## config.mk

```make
export PLATFORM = sky130hd
export DESIGN_NAME = apb_mem_arbiter_flat
export DESIGN_NICKNAME = d
export VERILOG_FILES = /design/src/rtl/apb_mem_arbiter_if.sv /design/src/rtl/apb_mem_arbiter.sv /design/src/flat_wrapper.sv
export SDC_FILE = /design/constraint.sdc
export NUM_CORES = 1
export LEC_CHECK = 0
export ABC_AREA = 0
export CORE_AREA = 2 2 144 76
export DETAILED_ROUTE_END_ITERATION = 10
export DIE_AREA = 0 0 146 78
export PLACE_DENSITY = 0.91
export SKIP_CTS_REPAIR_TIMING = 1
export SLEW_MARGIN = 20
export SYNTH_ARGS = -nofsm -noshare
export SYNTH_HDL_FRONTEND = slang
export SYNTH_SLANG_ARGS = --single-unit
```

## constraint.sdc

```tcl
create_clock -name PCLK -period 4 [get_ports PCLK]
set_input_delay 1.2 -clock PCLK [delete_from_list [all_inputs] [get_ports PCLK]]
set_output_delay 1.2 -clock PCLK [all_outputs]
set_load 0.02 [all_outputs]
```

## src/rtl/apb_mem_arbiter_if.sv

```systemverilog
// APB bus bundle between the arbiter (master) and the memory (slave).
interface apb_mem_arbiter_if #(
    parameter int ADDR_WIDTH = 16,
    parameter int DATA_WIDTH = 32
);
    logic                  PSEL;
    logic                  PENABLE;
    logic                  PWRITE;
    logic [ADDR_WIDTH-1:0] PADDR;
    logic [DATA_WIDTH-1:0] PWDATA;
    logic [DATA_WIDTH-1:0] PRDATA;
    logic                  PREADY;

    modport master (
        output PSEL, PENABLE, PWRITE,
        output PADDR, PWDATA,
        input  PRDATA, PREADY
    );

    modport slave (
        input  PSEL, PENABLE, PWRITE,
        input  PADDR, PWDATA,
        output PRDATA, PREADY
    );
endinterface

```

## src/rtl/apb_mem_arbiter.sv

```systemverilog
// Two-requester round-robin arbiter driving a single APB master port,
// with a wait-state timeout that aborts stalled transfers.
module apb_mem_arbiter #(
    parameter int ADDR_WIDTH = 16,
    parameter int DATA_WIDTH = 32,
    parameter int TIMEOUT    = 15
) (
    input  logic                    PCLK,
    input  logic                    PRESETn,
    input  logic [1:0]              req_valid,
    input  logic [1:0]              req_write,
    input  logic [2*ADDR_WIDTH-1:0] req_addr,
    input  logic [2*DATA_WIDTH-1:0] req_wdata,
    output logic [1:0]              req_done,
    output logic                    req_err,
    output logic [DATA_WIDTH-1:0]   rdata,
    output logic [1:0]              gnt,
    apb_mem_arbiter_if.master       apb
);
    localparam int CW = $clog2(TIMEOUT + 1);
    localparam logic [CW-1:0] TO = CW'(TIMEOUT);

    typedef enum logic [1:0] {IDLE, SETUP, ACCESS} state_t;

    state_t        state;
    logic [CW-1:0] wait_cnt;
    logic [CW-1:0] wait_next;
    logic          last;
    logic [1:0]    elig;
    logic          pick;

    // The requester finishing this cycle still holds req_valid; mask it
    // so it is not granted twice for one request.
    always_comb begin
        elig      = req_valid & ~req_done;
        pick      = (elig == 2'b11) ? ~last : elig[1];
        wait_next = wait_cnt + 1'b1;
    end

    always_ff @(posedge PCLK or negedge PRESETn) begin
        if (!PRESETn) begin
            state       <= IDLE;
            wait_cnt    <= '0;
            last        <= 1'b1;
            gnt         <= '0;
            req_done    <= '0;
            req_err     <= 1'b0;
            rdata       <= '0;
            apb.PSEL    <= 1'b0;
            apb.PENABLE <= 1'b0;
            apb.PWRITE  <= 1'b0;
            apb.PADDR   <= '0;
            apb.PWDATA  <= '0;
        end else begin
            req_done <= '0;
            req_err  <= 1'b0;
            unique case (state)
                IDLE: begin
                    if (|elig) begin
                        state       <= SETUP;
                        wait_cnt    <= '0;
                        last        <= pick;
                        gnt         <= pick ? 2'b10 : 2'b01;
                        apb.PSEL    <= 1'b1;
                        apb.PENABLE <= 1'b0;
                        apb.PWRITE  <= req_write[pick];
                        apb.PADDR   <= pick
                            ? req_addr[2*ADDR_WIDTH-1:ADDR_WIDTH]
                            : req_addr[ADDR_WIDTH-1:0];
                        apb.PWDATA  <= pick
                            ? req_wdata[2*DATA_WIDTH-1:DATA_WIDTH]
                            : req_wdata[DATA_WIDTH-1:0];
                    end
                end
                SETUP: begin
                    state       <= ACCESS;
                    apb.PENABLE <= 1'b1;
                end
                ACCESS: begin
                    if (apb.PREADY) begin
                        state       <= IDLE;
                        gnt         <= '0;
                        req_done    <= gnt;
                        apb.PSEL    <= 1'b0;
                        apb.PENABLE <= 1'b0;
                        if (!apb.PWRITE) rdata <= apb.PRDATA;
                    end else begin
                        wait_cnt <= wait_next;
                        if (wait_next == TO) begin
                            state       <= IDLE;
                            gnt         <= '0;
                            req_done    <= gnt;
                            req_err     <= 1'b1;
                            apb.PSEL    <= 1'b0;
                            apb.PENABLE <= 1'b0;
                        end
                    end
                end
                default: state <= IDLE;
            endcase
        end
    end
endmodule
```

## src/flat_wrapper.sv

```systemverilog
// flat-port wrapper written by rule: the top's interface ports become plain ports
module apb_mem_arbiter_flat 
#(
    parameter int ADDR_WIDTH = 16,
    parameter int DATA_WIDTH = 32,
    parameter int TIMEOUT    = 15
)
  (PCLK, PRESETn, req_valid, req_write, req_addr, req_wdata, req_done, req_err, rdata, gnt, apb_PSEL, apb_PENABLE, apb_PWRITE, apb_PADDR, apb_PWDATA, apb_PRDATA, apb_PREADY);
  apb_mem_arbiter_if #(.ADDR_WIDTH(ADDR_WIDTH), .DATA_WIDTH(DATA_WIDTH)) apb_i ();
  input  logic PCLK;
  input  logic PRESETn;
  input  logic [1:0] req_valid;
  input  logic [1:0] req_write;
  input  logic [2*ADDR_WIDTH-1:0] req_addr;
  input  logic [2*DATA_WIDTH-1:0] req_wdata;
  output logic [1:0] req_done;
  output logic req_err;
  output logic [DATA_WIDTH-1:0] rdata;
  output logic [1:0] gnt;
  output wire logic [$bits(apb_i.PSEL)-1:0] apb_PSEL;
  output wire logic [$bits(apb_i.PENABLE)-1:0] apb_PENABLE;
  output wire logic [$bits(apb_i.PWRITE)-1:0] apb_PWRITE;
  output wire logic [$bits(apb_i.PADDR)-1:0] apb_PADDR;
  output wire logic [$bits(apb_i.PWDATA)-1:0] apb_PWDATA;
  input wire logic [$bits(apb_i.PRDATA)-1:0] apb_PRDATA;
  input wire logic [$bits(apb_i.PREADY)-1:0] apb_PREADY;
  assign apb_PSEL = apb_i.PSEL;
  assign apb_PENABLE = apb_i.PENABLE;
  assign apb_PWRITE = apb_i.PWRITE;
  assign apb_PADDR = apb_i.PADDR;
  assign apb_PWDATA = apb_i.PWDATA;
  assign apb_i.PRDATA = apb_PRDATA;
  assign apb_i.PREADY = apb_PREADY;
  apb_mem_arbiter #(.ADDR_WIDTH(ADDR_WIDTH), .DATA_WIDTH(DATA_WIDTH), .TIMEOUT(TIMEOUT)) u_core (.PCLK(PCLK), .PRESETn(PRESETn), .req_valid(req_valid), .req_write(req_write), .req_addr(req_addr), .req_wdata(req_wdata), .req_done(req_done), .req_err(req_err), .rdata(rdata), .gnt(gnt), .apb(apb_i));
endmodule
```

# [After elaboration in Yosys (flattened, before gate mapping)]
# Index checks and enable logic that the tools add are counted.
[totals] ff_bits=95 elab_cells=62
[op_classes] add_sub_neg=1 order_cmp=1 n_eq_ne=7 muxes=27 n_bitwise=4 reduce_logical=10
[ops] cell="2-to-1 mux 32 bit" n=1
[ops] cell="2-to-1 mux 16 bit" n=1
[ops] cell="2-to-1 mux 2 bit" n=8
[ops] cell="AND reduction 3 bit" n=4
[ops] cell="2-to-1 mux 1 bit" n=10
[ops] cell="2-to-1 mux 4 bit" n=2
[ops] cell="case mux 4 bit (2 select lines)" n=1
[ops] cell="case mux 2 bit (3 select lines)" n=1
[ops] cell="adder 4 x 1 -> 4 bit, second input constant" n=1
[ops] cell="== test 2 bit, second input constant" n=2
[ops] cell="== test 4 bit, second input constant" n=1
[ops] cell="case mux 2 bit (2 select lines)" n=1
[ops] cell="AND reduction 2 bit" n=2
[ops] cell="!= test 3 x 2 -> 1 bit, second input constant" n=1
[ops] cell="case mux 1 bit (3 select lines)" n=1
[ops] cell="nonzero test 3 bit" n=1
[ops] cell="bitwise AND 2 bit" n=1
[ops] cell="== test 2 x 1 -> 1 bit, second input constant" n=1
[ops] cell="zero test 2 bit" n=1
[ops] cell="< comparator 1 x 2 -> 1 bit, second input constant" n=1
[ops] cell="!= test 2 x 1 -> 1 bit, second input constant" n=1
[ops] cell="!= test 2 bit, second input constant" n=1
[ops] cell="inverter 1 bit" n=2
[ops] cell="inverter 2 bit" n=1
[ops] cell="3 further kinds" n=3

# [Longest topological paths before layout]
# Gate-level depths: netlist of run 1.
[depth] ltp_word=7 mapped_depth=7 depth_no_buf=5

# [Least setup slack after synthesis of run 1]
# OpenSTA, ideal clock, no wires.
[synth_path] path_type="input to register" start="in req_valid[0]" end="reg u_core.apb.PWDATA[16]" setup_time_ps=134 arrival_ps=2124 t_required_ps=3866 setup_slack_ps=1743 cell_stages=7 path_buffers=3 path_cell_list="nor2b_1 -> a21o_1 -> buf_2 -> buf_6 -> buf_6 -> mux2i_1 -> o21ai_0"
[synth_via] elab_chain_cells=4 word_cells_on_any_way=6 cone_classes="eq/ne (1); mux (2); bitwise (1); reduce/logical (2)"
[synth_lines] item="start, declared" line_no="flat_wrapper.sv:12" rtl="input logic [1:0] req_valid;"
[synth_lines] item="bitwise AND 2 bit *" line_no="apb_mem_arbiter.sv:35" rtl="elig = req_valid & ~req_done;"
[synth_lines] item="== test 2 bit" line_no="apb_mem_arbiter.sv:36" rtl="pick = (elig == 2'b11) ? ~last : elig[1];"
[synth_lines] item="2-to-1 mux 1 bit" line_no="apb_mem_arbiter.sv:36"
[synth_lines] item="2-to-1 mux 32 bit" line_no="apb_mem_arbiter.sv:71" rtl="? req_wdata[2*DATA_WIDTH-1:DATA_WIDTH]"
[synth_lines] item="end signal, assigned" line_no="apb_mem_arbiter.sv:70" rtl="apb.PWDATA <= pick"
[synth_lines] item="end, declared" line_no="apb_mem_arbiter_if.sv:16" rtl="output PADDR, PWDATA,"
# Mark *: on every way between the ends. The rest lies on a longest branch, timed or not.
# A chain may end at the register's enable or synchronous reset.

# [Worst setup path after layout of run 1]
[layout_path] start="in req_valid[1]" end="reg u_core.wait_cnt[2]"
[layout_via] elab_chain_cells=4
[layout_lines] item="bitwise AND 2 bit" line_no="apb_mem_arbiter.sv:35"
[layout_lines] item="OR reduction 2 bit" line_no="apb_mem_arbiter.sv:59" rtl="if (|elig) begin"
[layout_lines] item="!= test 2 x 1 -> 1 bit (no line)"
[layout_lines] item="AND reduction 3 bit (no line)"
[layout_lines] item="end signal, assigned" line_no="apb_mem_arbiter.sv:88" rtl="wait_cnt <= wait_next;"
[layout_lines] item="end, declared" line_no="apb_mem_arbiter.sv:26" rtl="logic [CW-1:0] wait_cnt;"
# Every way passes these cells.

==> results of run 1 <==
cell usage after synthesis (all sizes together) (3+ instances only):
cell and count:
dfrtp 94, nand2 54, o21ai 54, mux2i 50, mux2 32, buf 15
inv 9, clkbuf 7, nand3 4, a21o 3, nand2b 3, nor2 3
sequential cells by signal, summed over array words and instances, names as in the netlist, 2 cells and up:
register           flops
u_core.apb.PADDR      16
u_core.apb.PWDATA     32
u_core.gnt             2
u_core.rdata          32
u_core.req_done        2
u_core.state           2
u_core.wait_cnt        4
layout make-up:
cell class                      instances  area [µm²]  share of cell area [%]
Clock buffer                           10         229                    3.39
Sequential cell                        95        2380                    35.2
Timing Repair Buffer                  229        2270                    33.6
Multi-Input combinational cell        227        1600                    23.7
Tap cell                              140         175                    2.59
Clock inverter                          6        68.8                    1.02
Inverter                                9        33.8                   0.500
where the power goes:
group	switching (mW)	internal, mW
Clock	0.363	0.489
Sequential	0.265	1.42
Combinational	1.25	1.22
Total	1.88	3.13
cells by family (layout without fill, tap and decap cells):
logic type	count (synthesis)	after routing	synth area share [%]
DFF	95	95	57.4
and+or+nand+nor	73	73	7.73
buffers and inverters	31	254	4.11
muxes	82	82	20.8
adders and majority gates	2	2	0.604
AOI/OAI and AO/OA	70	70	9.39
critical path, delay by kind of cell:
kind	cells	cell delay, ns
and+or+nand+nor	1	0.12
buffers and inverters	2	0.76
AOI/OAI and AO/OA	3	0.79
stage by stage:
stage	power [mW]	hold WS, ns	worst slack [ns]	area, µm²	util (%)
after CTS	5.07	0.484	1.36	6760	67.5
after floorplan	2.99	0.535	1.74	4140	-
after global placement	4.11	0.460	1.04	6460	64.5
after detailed placement	4.20	0.469	1.01	6460	64.5
final	5.01	0.475	1.35	6760	67.5
after global routing	5.31	0.505	1.25	6760	67.5
metal layers:
metal / vias up / wire [µm] / GRT usage, %
met5: - / 0 / 0
met4: 0 / 346 / 9.90
met3: 29 / 524 / 4.76
met2: 129 / 5840 / 36.4
met1: 1600 / 4180 / 21.0
li1: 1659 / - / -
how the worst max path moves through the flow:
| stage | start | endpoint | slack (ns) |
|---|---|---|---|
| 5_1_grt | req_valid[0] | u_core.apb.PWDATA[11] | 1.25 |
| 3_3_place_gp | req_valid[1] | u_core.wait_cnt[2] | 1.04 |
| 2_1_floorplan | req_valid[0] | u_core.apb.PWDATA[16] | 1.74 |
| 4_1_cts | req_valid[1] | u_core.wait_cnt[2] | 1.36 |
| 3_5_place_dp | req_valid[1] | u_core.wait_cnt[2] | 1.01 |
| 6_report | req_valid[1] | u_core.wait_cnt[2] | 1.35 |
==> impl_metrics.toml, run 1 <==
[worst_setup_path]
worstPathMaxFanout = 39
crit_path_start_kind = "input port"
crit_chain = "clkdlybuf4s50_1 > nand2b_1 > a211o_2 > buf_4 > a21oi_1 > o22ai_1"
cpMaxStageDelayCell = "a211o_2"
required_ns = 4.21
rr_endpoint = "u_core.wait_cnt[2]"
critical_path_class = "in2reg"
cp-end-kind = "flip-flop"
r2r_cells = 5
critical_path.max_stage_delay_ns = 0.51
cp.arrival_ns = 2.86
r2r_slack_ns = 2.20
rr_startpoint = "u_core.req_done[1]"

[run_status]
outcome = "complete, no violations"

[route]
firstDrtPassIters = 4
drtIter0Drc = 145
via_count = 3417
detail_route.wl_per_cell_um = 15.2
via_per_inst = 4.77
drc = 0
wirelength_um = 10900
ant_nets = 0

[cts]
clock_latency_ns = 0.34
root_buffer = "clkbuf_16"
ctsHtreeMaxLevel = 3
clockBufferDepth = 2
cts.sinks = 95
tritoncts = "built"
numCtsBuffers = 9
path_clk_slew_ns = 0.07

[placement]
gp_congestion = 0.760
hpwlAfterDp_um = 8470
port_buffers = 222
dp.cells = 700

[synth]
synth_top_area_share_pct = 56.8
synth_edf_count = 0
yosysWarnings = 0
synthCells = 353
ys.flop_type = "dfrtp_1"
syn-cell-area_um2 = 4140
synth_async_sr_flop_share_pct = 100
synth_area_per_cell_um2 = 11.7
ys_seq_area_share_pct = 57.4
synth_cell_types = 35
yosys_register_bits = 95
synth.top_cells.by_area = "dfrtp_1 57%, mux2i_1 12%, mux2_2 8.2%"
yosysTopAreaCell = "dfrtp_1"
syn_nets = 490

[timing]
fin_setup_tns_ns = 0
fin_crit_sh_pct = 66.3
hold_viol = 0
tightest_slew_ns = 0.717
fin_crit_ns = 2.65
clock_skew_ns = 0.00895
finalSetupViolations = 0
fmax_mhz = 377
rsz0062_at_grt = "no"
final_max_slew_viol_count = 0
relSlewSlack_pct = 52.2

[global_routing]
grt_max_degree = 59
grt-ovfl-total = 0
antenna_found_initial = 0
grt_util_all_layers_pct = 19.6
grt_pass1_wl_um = 17700
grt_pass1_vias = 3642

[floorplan]
core_area_um2 = 10000
io-pin-count = 223
die-area_um2 = 11400
die_w_um = 146
start_util_pct = 41.4
die_height_um = 78
rows = 26

[hold_path]
hold_path_class = "reg2reg"
min_to = "u_core.apb.PWDATA[3]"
worstHoldStart = "u_core.apb.PWDATA[3]"
worstHoldPathCells = 2

[final_layout]
layout.nets = 708
fillers = 765
layout-drive-gt1-share_pct = 9.90
final_common_cell = "clkdlybuf4s50_1"
final_cell_count_no_fill = 716
layout_common_cells = "221 x clkdlybuf4s50_1, 94 x dfrtp_1, 54 x nand2_1, 54 x o21ai_0, 50 x mux2i_1"
diodes = 0
syn_to_final_growth_pct = 63.2

[job]
cap_violations = 0

[pwr]
vdd_drop_max_mv = 0.305
power.density_nw_per_um2 = 741
p_leak_nw = 3.00
No activity file was read; power rests on OpenSTA's default activity.
==> run 2, diff against run 1 <==
- CORE_AREA: 2 2 144 76 -> 2 2 157 82
- DIE_AREA: 0 0 146 78 -> 0 0 159 84
- PLACE_DENSITY: 0.91 -> 0.82
- clock period: 4 -> 2.3 ns (I/O delays scaled with it)
==> run 2 against run 1 <==
Against the previous run: largest cell class unchanged; wire length up 1.3%; first-iteration DRC count is 26% higher; hold slack got worse by 0.18 ns.
==> impl_metrics.toml, run 2 (synthesized netlist as in run 1, its figures left out) <==
[route]
wirelength_um = 11000
firstDrtPassIters = 4
drc = 0
detail_route.wl_per_cell_um = 14.8
via_count = 3390
drtIter0Drc = 183
ant_nets = 0
via_per_inst = 4.54

[timing]
finalWorstSetupSlack_ns = 0.130
finalSetupViolations = 0
hold_viol = 0
fin_setup_tns_ns = 0
rsz0062_at_grt = "no"
tightest_slew_ns = 0.481
fmax_mhz = 461
clock_skew_ns = 0.00522
fin_crit_ns = 2.17
relSlewSlack_pct = 67.9
final_max_slew_viol_count = 0
fin_crit_sh_pct = 94.3

[cts]
numCtsBuffers = 9
clockBufferDepth = 2
clock_latency_ns = 0.34
root_buffer = "clkbuf_16"
tritoncts = "built"
path_clk_slew_ns = 0.07
cts.sinks = 95
ctsHtreeMaxLevel = 3

[final_layout]
diodes = 0
largest_registers = "u_core.apb.PWDATA x32, u_core.rdata x32, u_core.apb.PADDR x16"
fillers = 1035
layout_common_cells = "221 x clkdlybuf4s50_1, 94 x dfrtp_1, 54 x nand2_1, 54 x o21ai_0, 50 x mux2i_1"
layout-drive-gt1-share_pct = 10.1
layout.nets = 708
syn_to_final_growth_pct = 66.3
final_common_cell = "clkdlybuf4s50_1"

[floorplan]
die-area_um2 = 13400
core_area_um2 = 12200
die_w_um = 159
die_height_um = 84
rows = 29
start_util_pct = 34.0
io-pin-count = 223

[worst_setup_path]
critical_path.max_stage_delay_ns = 0.66
crit_chain = "clkdlybuf4s50_1"
cp.arrival_ns = 1.48
crit_path_start_kind = "flip-flop"
r2r_cells = 5
worstPathMaxFanout = 3
critical_path_class = "reg2out"
cp-end-kind = "output port"
path_delay_family = "buffers and inverters"
r2r_slack_ns = 0.64
rr_endpoint = "u_core.req_done[1]"
cp_num_buf_inv = 1
required_ns = 1.61
rr_startpoint = "u_core.wait_cnt[0]"
cpMaxStageDelayCell = "clkdlybuf4s50_1"

[run_status]
outcome = "complete, no violations"

[global_routing]
grt_max_degree = 61
grt_pass1_wl_um = 18300
antenna_found_initial = 0
grt_util_all_layers_pct = 17.3
grt_use_met1_pct = 21.2
grt_util_met2_pct = 28.2
grt_use_met3_pct = 7.80
grt-ovfl-total = 0
grt_pass1_vias = 3583
grt.busiest_layer = "met2"

[pwr]
power.density_nw_per_um2 = 1290
p_leak_nw = 3.03
vdd_drop_max_mv = 0.661

[hold_path]
hold_path_class = "in2async"

[placement]
pre_cts_slack_ns = 0.0188
gp_congestion = 0.778
port_buffers = 222
hpwlAfterDp_um = 8710

[job]
cap_violations = 0
## run 2: metrics by stage
stage	hold WS (ns)	instance area, µm²	power, mW	util (%)	cells
after floorplan	0.394	4140	5.21	-	353
after global placement	0.461	6580	7.27	53.9	730
after detailed placement	0.472	6580	7.41	53.9	730
after CTS	0.316	6890	8.99	56.5	746
after global routing	0.325	6890	9.46	56.5	746
final	0.294	6890	8.89	56.5	746
## run 2: power by group
part	switching, mW	internal, mW
Sequential	0.482	2.47
Combinational	2.18	2.21
Clock	0.661	0.889
Total	3.32	5.57
## run 2: worst max-delay path by stage
stage                                  from               endpoint  slack [ns]  cells after the start
after floorplan                req_valid[0]  u_core.apb.PWDATA[16]        0.55                      7
after global placement         req_valid[1]     u_core.wait_cnt[3]        0.06                      6
after detailed placement       req_valid[0]   u_core.apb.PADDR[11]        0.02                      6
after CTS                 u_core.apb.PWRITE             apb_PWRITE        0.12                      1
after global routing      u_core.apb.PWRITE             apb_PWRITE         0.1                      1
final                     u_core.apb.PWRITE             apb_PWRITE        0.13                      1
## run 2: area by class of cell
type / instances / area, µm² / area share (%)
clock buffers: 10 / 239 / 3.47
clock inverters: 6 / 76.3 / 1.11
repair buffers: 229 / 2350 / 34.1
well taps: 170 / 213 / 3.09
multi-input cells: 227 / 1600 / 23.3
flip-flops and latches: 95 / 2380 / 34.5
inverters: 9 / 33.8 / 0.490
## run 2: per-layer routing
layer / wire [µm] / vias up
li1: - / 1657
met3: 1010 / 13
met4: 136 / 0
met2: 5010 / 135
met1: 4870 / 1585
met5: 0 / -
==> run 3, diff against run 2 <==
- CTS_CLUSTER_DIAMETER: default -> 100
==> results of run 3 <==
The final DEF is identical to that of run 2; final timing and power are the same.
